**src/rtl/sys_defs.sv**
```systemverilog
// Shared types for the retire stage: physical tags, the ROB head packet,
// the retire FSM state and the registered store request.
package sys_defs;

    localparam int unsigned XLEN  = 32;
    localparam int unsigned TAG_W = 6;

    // Physical register tag with a valid qualifier.
    typedef struct packed {
        logic             valid;
        logic [TAG_W-1:0] tag;
    } TAG;

    // ROB head entry presented to the retire stage.
    typedef struct packed {
        logic            retire_en;
        TAG              retire_t;
        TAG              retire_t_old;
        logic            halt;
        logic            wr_mem;
        logic [4:0]      dest_reg_idx;
        logic [XLEN-1:0] NPC;
        logic [XLEN-1:0] result;
        logic [XLEN-1:0] rs2_value;
        logic            take_branch;
    } ROB_IR_PACKET;

    typedef enum logic [1:0] {
        RS_IDLE,
        RS_ST_WAIT,
        RS_HALTED
    } RETIRE_STATE;

    // Store request held stable while waiting for the memory ack.
    typedef struct packed {
        logic            req;
        logic [XLEN-1:0] addr;
        logic [XLEN-1:0] wdata;
    } RETIRE_MEM_PACKET;

endpackage

```
**src/rtl/retire_stage.sv**
```systemverilog
// In-order retire stage. Commits the ROB head entry: frees the old physical
// tag, updates the architectural map, redirects fetch on taken branches,
// performs stores through a req/ack handshake and latches halt.
module retire_stage
    import sys_defs::*;
#(
    parameter int unsigned CNT_W = 64,
    parameter int unsigned PC_W  = 32
) (
    input  logic               clock,
    input  logic               reset,
    input  ROB_IR_PACKET       rob_ir_packet,
    output logic               ir_stall,
    output logic               free_en,
    output TAG                 free_tag,
    output logic               amt_wr_en,
    output logic [4:0]         amt_wr_idx,
    output TAG                 amt_wr_tag,
    output logic               redirect_en,
    output logic [PC_W-1:0]    redirect_pc,
    output logic               mem_req,
    output logic [XLEN-1:0]    mem_addr,
    output logic [XLEN-1:0]    mem_wdata,
    input  logic               mem_ack,
    output logic               halted,
    output logic [CNT_W-1:0]   retired_count
);

    RETIRE_STATE      state_q, state_d;
    RETIRE_MEM_PACKET mem_q, mem_d;
    TAG               st_t_old_q, st_t_old_d;
    logic [CNT_W-1:0] count_q, count_d;
    logic             commit;

    // NPC is carried in the packet but not needed to retire.
    logic unused_npc;
    assign unused_npc = ^rob_ir_packet.NPC;

    // State register; reset drops any in-flight store immediately.
    always_ff @(posedge clock or negedge reset) begin
        if (!reset) begin
            state_q    <= RS_IDLE;
            mem_q      <= '0;
            st_t_old_q <= '0;
            count_q    <= '0;
        end else begin
            state_q    <= state_d;
            mem_q      <= mem_d;
            st_t_old_q <= st_t_old_d;
            count_q    <= count_d;
        end
    end

    // Next-state: capture stores, wait for ack, latch halt, count commits.
    always_comb begin
        state_d    = state_q;
        mem_d      = mem_q;
        st_t_old_d = st_t_old_q;
        count_d    = count_q;
        case (state_q)
            RS_IDLE: begin
                if (rob_ir_packet.retire_en) begin
                    if (rob_ir_packet.wr_mem) begin
                        state_d    = RS_ST_WAIT;
                        mem_d.req   = 1'b1;
                        mem_d.addr  = rob_ir_packet.result;
                        mem_d.wdata = rob_ir_packet.rs2_value;
                        st_t_old_d = rob_ir_packet.retire_t_old;
                    end else if (rob_ir_packet.halt) begin
                        state_d = RS_HALTED;
                    end
                end
            end
            RS_ST_WAIT: begin
                if (mem_ack) begin
                    state_d   = RS_IDLE;
                    mem_d.req = 1'b0;
                end
            end
            RS_HALTED: state_d = RS_HALTED;
            default:   state_d = RS_IDLE;
        endcase
        if (commit) begin
            count_d = count_q + 1'b1;
        end
    end

    // Commit decode: all commit outputs are combinational and zero otherwise.
    always_comb begin
        commit      = 1'b0;
        free_en     = 1'b0;
        free_tag    = '0;
        amt_wr_en   = 1'b0;
        amt_wr_idx  = '0;
        amt_wr_tag  = '0;
        redirect_en = 1'b0;
        redirect_pc = '0;
        case (state_q)
            RS_IDLE: begin
                if (rob_ir_packet.retire_en && !rob_ir_packet.wr_mem) begin
                    commit      = 1'b1;
                    free_en     = rob_ir_packet.retire_t_old.valid;
                    free_tag    = rob_ir_packet.retire_t_old;
                    amt_wr_en   = (rob_ir_packet.dest_reg_idx != 5'd0) &&
                                  rob_ir_packet.retire_t.valid;
                    amt_wr_idx  = rob_ir_packet.dest_reg_idx;
                    amt_wr_tag  = rob_ir_packet.retire_t;
                    redirect_en = rob_ir_packet.take_branch;
                    redirect_pc = rob_ir_packet.result[PC_W-1:0];
                end
            end
            RS_ST_WAIT: begin
                // Store commits on ack; it never writes the map.
                if (mem_ack) begin
                    commit   = 1'b1;
                    free_en  = st_t_old_q.valid;
                    free_tag = st_t_old_q;
                end
            end
            default: commit = 1'b0;
        endcase
        ir_stall = (state_q == RS_HALTED) || (rob_ir_packet.retire_en && !commit);
    end

    assign mem_req       = mem_q.req;
    assign mem_addr      = mem_q.addr;
    assign mem_wdata     = mem_q.wdata;
    assign halted        = (state_q == RS_HALTED);
    assign retired_count = count_q;

endmodule

```
**config.mk**
```make
export PLATFORM = sky130hd
export DESIGN_NAME = retire_stage
export DESIGN_NICKNAME = d
export VERILOG_FILES = /design/src/rtl/sys_defs.sv /design/src/rtl/retire_stage.sv
export SDC_FILE = /design/constraint.sdc
export NUM_CORES = 1
export LEC_CHECK = 0
export ABC_AREA = 0
export BUFFER_PORTS_ARGS = -buffer_cell sky130_fd_sc_hd__buf_2
export CORE_AREA = 3 3 119 121
export DETAILED_ROUTE_END_ITERATION = 10
export DIE_AREA = 0 0 122 124
export GPL_TIMING_DRIVEN = 0
export PLACE_DENSITY = 0.81
export SKIP_CTS_REPAIR_TIMING = 1
export SLEW_MARGIN = 10
export SYNTH_ARGS = -nofsm -noshare
export SYNTH_HDL_FRONTEND = slang
export SYNTH_SLANG_ARGS = --single-unit
```
**constraint.sdc**
```tcl
create_clock -name clock -period 3.95 [get_ports clock]
set_input_delay 0.395 -clock clock [delete_from_list [all_inputs] [get_ports clock]]
set_output_delay 0.395 -clock clock [all_outputs]
set_load 0.01 [all_outputs]
```
==> results.py <==
metrics = {
    "finish": {
        "areaGrowthSynthToFinish_pct": 36.6,
        "area.sequential_sq_mm": 0.00345,
        "fin_area_sq_mm": 0.00849,
        "drive_above_1_share_pct": 46.0,
        "nFillCells": 1057,
        "final-instance-count-excl-fill": 1018,
        "multi_input_area_sq_mm": 0.00266,
        "nNetsFinal": 949,
    },
    "sta": {
        "tightest_slew_ns": 0.838,
        "drv_slew": 0,
        "setup-violations-final": 0,
        "relSlewSlack_pct": 43.6,
        "fin_crit_ns": 3.22,
        "finalSetupTns_ns": 0,
        "fmaxAchievable_ghz": 0.311,
        "rsz0062_at_grt": "no",
        "setup_ws_ns": 0.731,
        "skew_ns": 0.0105,
        "finalCritPeriodShare_pct": 81.5,
        "hold_violations": 0,
    },
    "critical_path": {
        "ff2ff_setup_slack_ns": 1.22,
        "reg2reg_from": "retired_count[29]",
        "cp-start-kind": "flop",
        "cp_max_fo": 10,
        "critPathLaunch": "state_q[0]",
        "path_class": "reg2out",
        "setup.worst_path.end": "free_tag[6]",
        "critPathRequiredTime_ns": 3.56,
        "r2r-end": "retired_count[53]",
        "arrival_ns": 2.82,
        "crit_path_end_kind": "output pin",
        "rr_worst_depth": 5,
    },
    "outcome": {
        "status": "completed",
    },
    "worst_hold_path": {
        "hp-class": "in2reg",
        "worstHoldPathCells": 2,
        "hp-start": "rob_ir_packet[6]",
    },
    "routing": {
        "dr.pass1.iters": 4,
        "vias_per_cell": 5.13,
        "antenna_left": 0,
        "via_count": 5223,
        "routedWlPerCell_um": 17.7,
        "drt_wl_total_um": 18000,
        "drc": 0,
        "drt_iter0_markers": 311,
    },
    "power": {
        "ir_worst_vdd_mv": 0.486,
        "fin_total_pwr_mw": 5.20,
        "p_int_mw": 3.63,
        "seqPwrFrac_pct": 39.7,
        "clockPowerShare_pct": 32.0,
        "cellLeakagePower_nw": 4.39,
        "power.share.switching_pct": 30.3,
        "switchingPower_mw": 1.57,
        "combPwrFrac_pct": 28.3,
        "p_per_area_mw_per_mm2": 613,
    },
    "synth": {
        "syn_area_sq_mm": 0.00622,
        "yosysWarnings": 0,
        "post-synth-top-count-cell": "dfrtp_1",
        "synth-edff-count": 0,
        "avgSynthCellArea_sq_um": 11.7,
        "synth-seq-cells": 138,
        "synthCells": 530,
        "yosys-top-cells-count": "dfrtp_1, mux2_2, and2_1, nor2_1, xor2_1",
        "ys_seq_area_share_pct": 55.5,
        "async_reset_ff_share_pct": 100,
        "synth_top_cell_by_area": "dfrtp_1",
        "synth_cell_types": 35,
        "synth_top_area_share_pct": 55.5,
        "synth_area_leaders": "dfrtp_1, mux2_2, xor2_1",
        "synth-main-ff-cell": "dfrtp_1",
        "syn-num-nets": 653,
    },
    "clock_tree": {
        "cts.clk_slew.worst_paths_ns": 0.06,
        "numCtsBuffers": 17,
        "cts_tree": "done",
        "cts.sinks": 138,
        "clkLatencyLatePin_ns": 0.42,
        "htree_levels": 4,
        "root_buffer": "clkbuf_16",
        "ctsLongestPathBuffers": 2,
    },
    "placed_design": {
        "gp_congestion": 0.833,
        "pre_cts_ws_ns": 1.21,
        "dp_hpwl_um": 13400,
        "dp_cells": 982,
        "io_buffers": 274,
        "detailed_place.area_sq_mm": 0.00786,
    },
    "run": {
        "max_cap_viol_count": 0,
    },
    "global_route": {
        "gr-usage-all-layers_pct": 23.8,
        "grt_pass1_wl_um": 27500,
        "antenna_found_initial": 5,
        "grt_pass1_vias": 5228,
        "grt_overflow_total": 0,
        "grt_max_degree": 77,
    },
    "floorplanning": {
        "chipWidth_um": 122,
        "start_util_pct": 47.2,
        "boundaryPins": 307,
        "rows": 42,
        "die_h_um": 124,
        "core_sq_mm": 0.0132,
        "dieArea_sq_mm": 0.0151,
    },
}
power by group through the flow:
stage / Sequential [mW] / Clock (mW) / Combinational [mW]
finish: 2.07 / 1.67 / 1.47
global route: 2.12 / 1.75 / 1.60
CTS: 2.06 / 1.69 / 1.49
detailed placement: 2.08 / 0 / 1.48
global placement: 2.05 / 0 / 1.44
floorplan: 2.24 / 0 / 0.611
worst max-delay path, cell delays in order, from the launching register on:
cell and delay [ns]:
dfrtp_1 0.35, buf_2 0.17, nor4b_2 0.66, buf_2 0.28
clkbuf_1 0.45, a22o_1 0.26, buf_4 0.11, buf_2 0.11
area by class of cell:
| class | instances | share of cell area (%) |
|---|---|---|
| diodes | 3 | 0.0884 |
| plain buffers | 16 | 0.766 |
| clock buffers | 21 | 5.30 |
| clock inverters | 11 | 2.00 |
| inverters | 13 | 0.574 |
| multi-input cells | 363 | 31.3 |
| flip-flops and latches | 138 | 40.7 |
| well taps | 176 | 2.59 |
| repair buffers | 277 | 16.7 |
cells by family after synthesis:
logic type / Yosys count / synth area share (%)
compound gates: 17 / 2.31
xor+xnor: 63 / 8.87
simple gates: 210 / 18.2
fa+ha+maj: 1 / 0.201
buf+inv: 29 / 1.83
flops: 138 / 55.5
mux: 72 / 13.0
stage by stage:
stage / hold slack [ns] / util, %
floorplan: 0.0994 / -
global placement: 0.473 / 59.2
detailed placement: 0.418 / 59.6
CTS: -0.0273 / 64.3
global route: 0.188 / 64.4
finish: 0.200 / 64.4
routing by layer:
layer	part of all wire, %	track usage [%]
met1	38	27.9
met2	51	39.2
met3	8.0	8.90
met4	2.8	10.8
met5	0.19	0
registers in the layout, indices dropped and copies added (netlist names):
signal	cells
mem_addr	32
mem_req	1
mem_wdata	32
retired_count	64
st_t_old_q	7
state_q	2
how the worst min path moves through the flow:
stage,to,slack [ns]
after CTS,retired_count[20],-0.03
after global routing,mem_wdata[7],0.19
after floorplan,mem_addr[0],0.1
after detailed placement,retired_count[20],0.42
after global placement,retired_count[63],0.47
final,mem_wdata[5],0.20
cell usage in the layout (no fill, tap or decap), drive strengths merged, types with 2 or more instances in the layout:
cell / Yosys / final
nand2: 26 / 26
clkinv: 0 / 4
inv: 13 / 13
nor2: 38 / 38
a22o: 7 / 7
or4: 2 / 2
nor3: 15 / 15
nand4: 24 / 24
o21ai: 3 / 3
buf: 2 / 278
clkinvlp: 0 / 3
clkbuf: 14 / 35
xor2: 38 / 38
nand2b: 2 / 2
dfrtp: 138 / 138
a21o: 2 / 2
nand3: 25 / 25
xnor2: 25 / 25
and3: 8 / 8
mux2: 72 / 72
bufinv: 0 / 4
diode: 0 / 3
and2: 49 / 49
nor4: 15 / 15
Note: power is estimated with default switching activity, not from simulation.
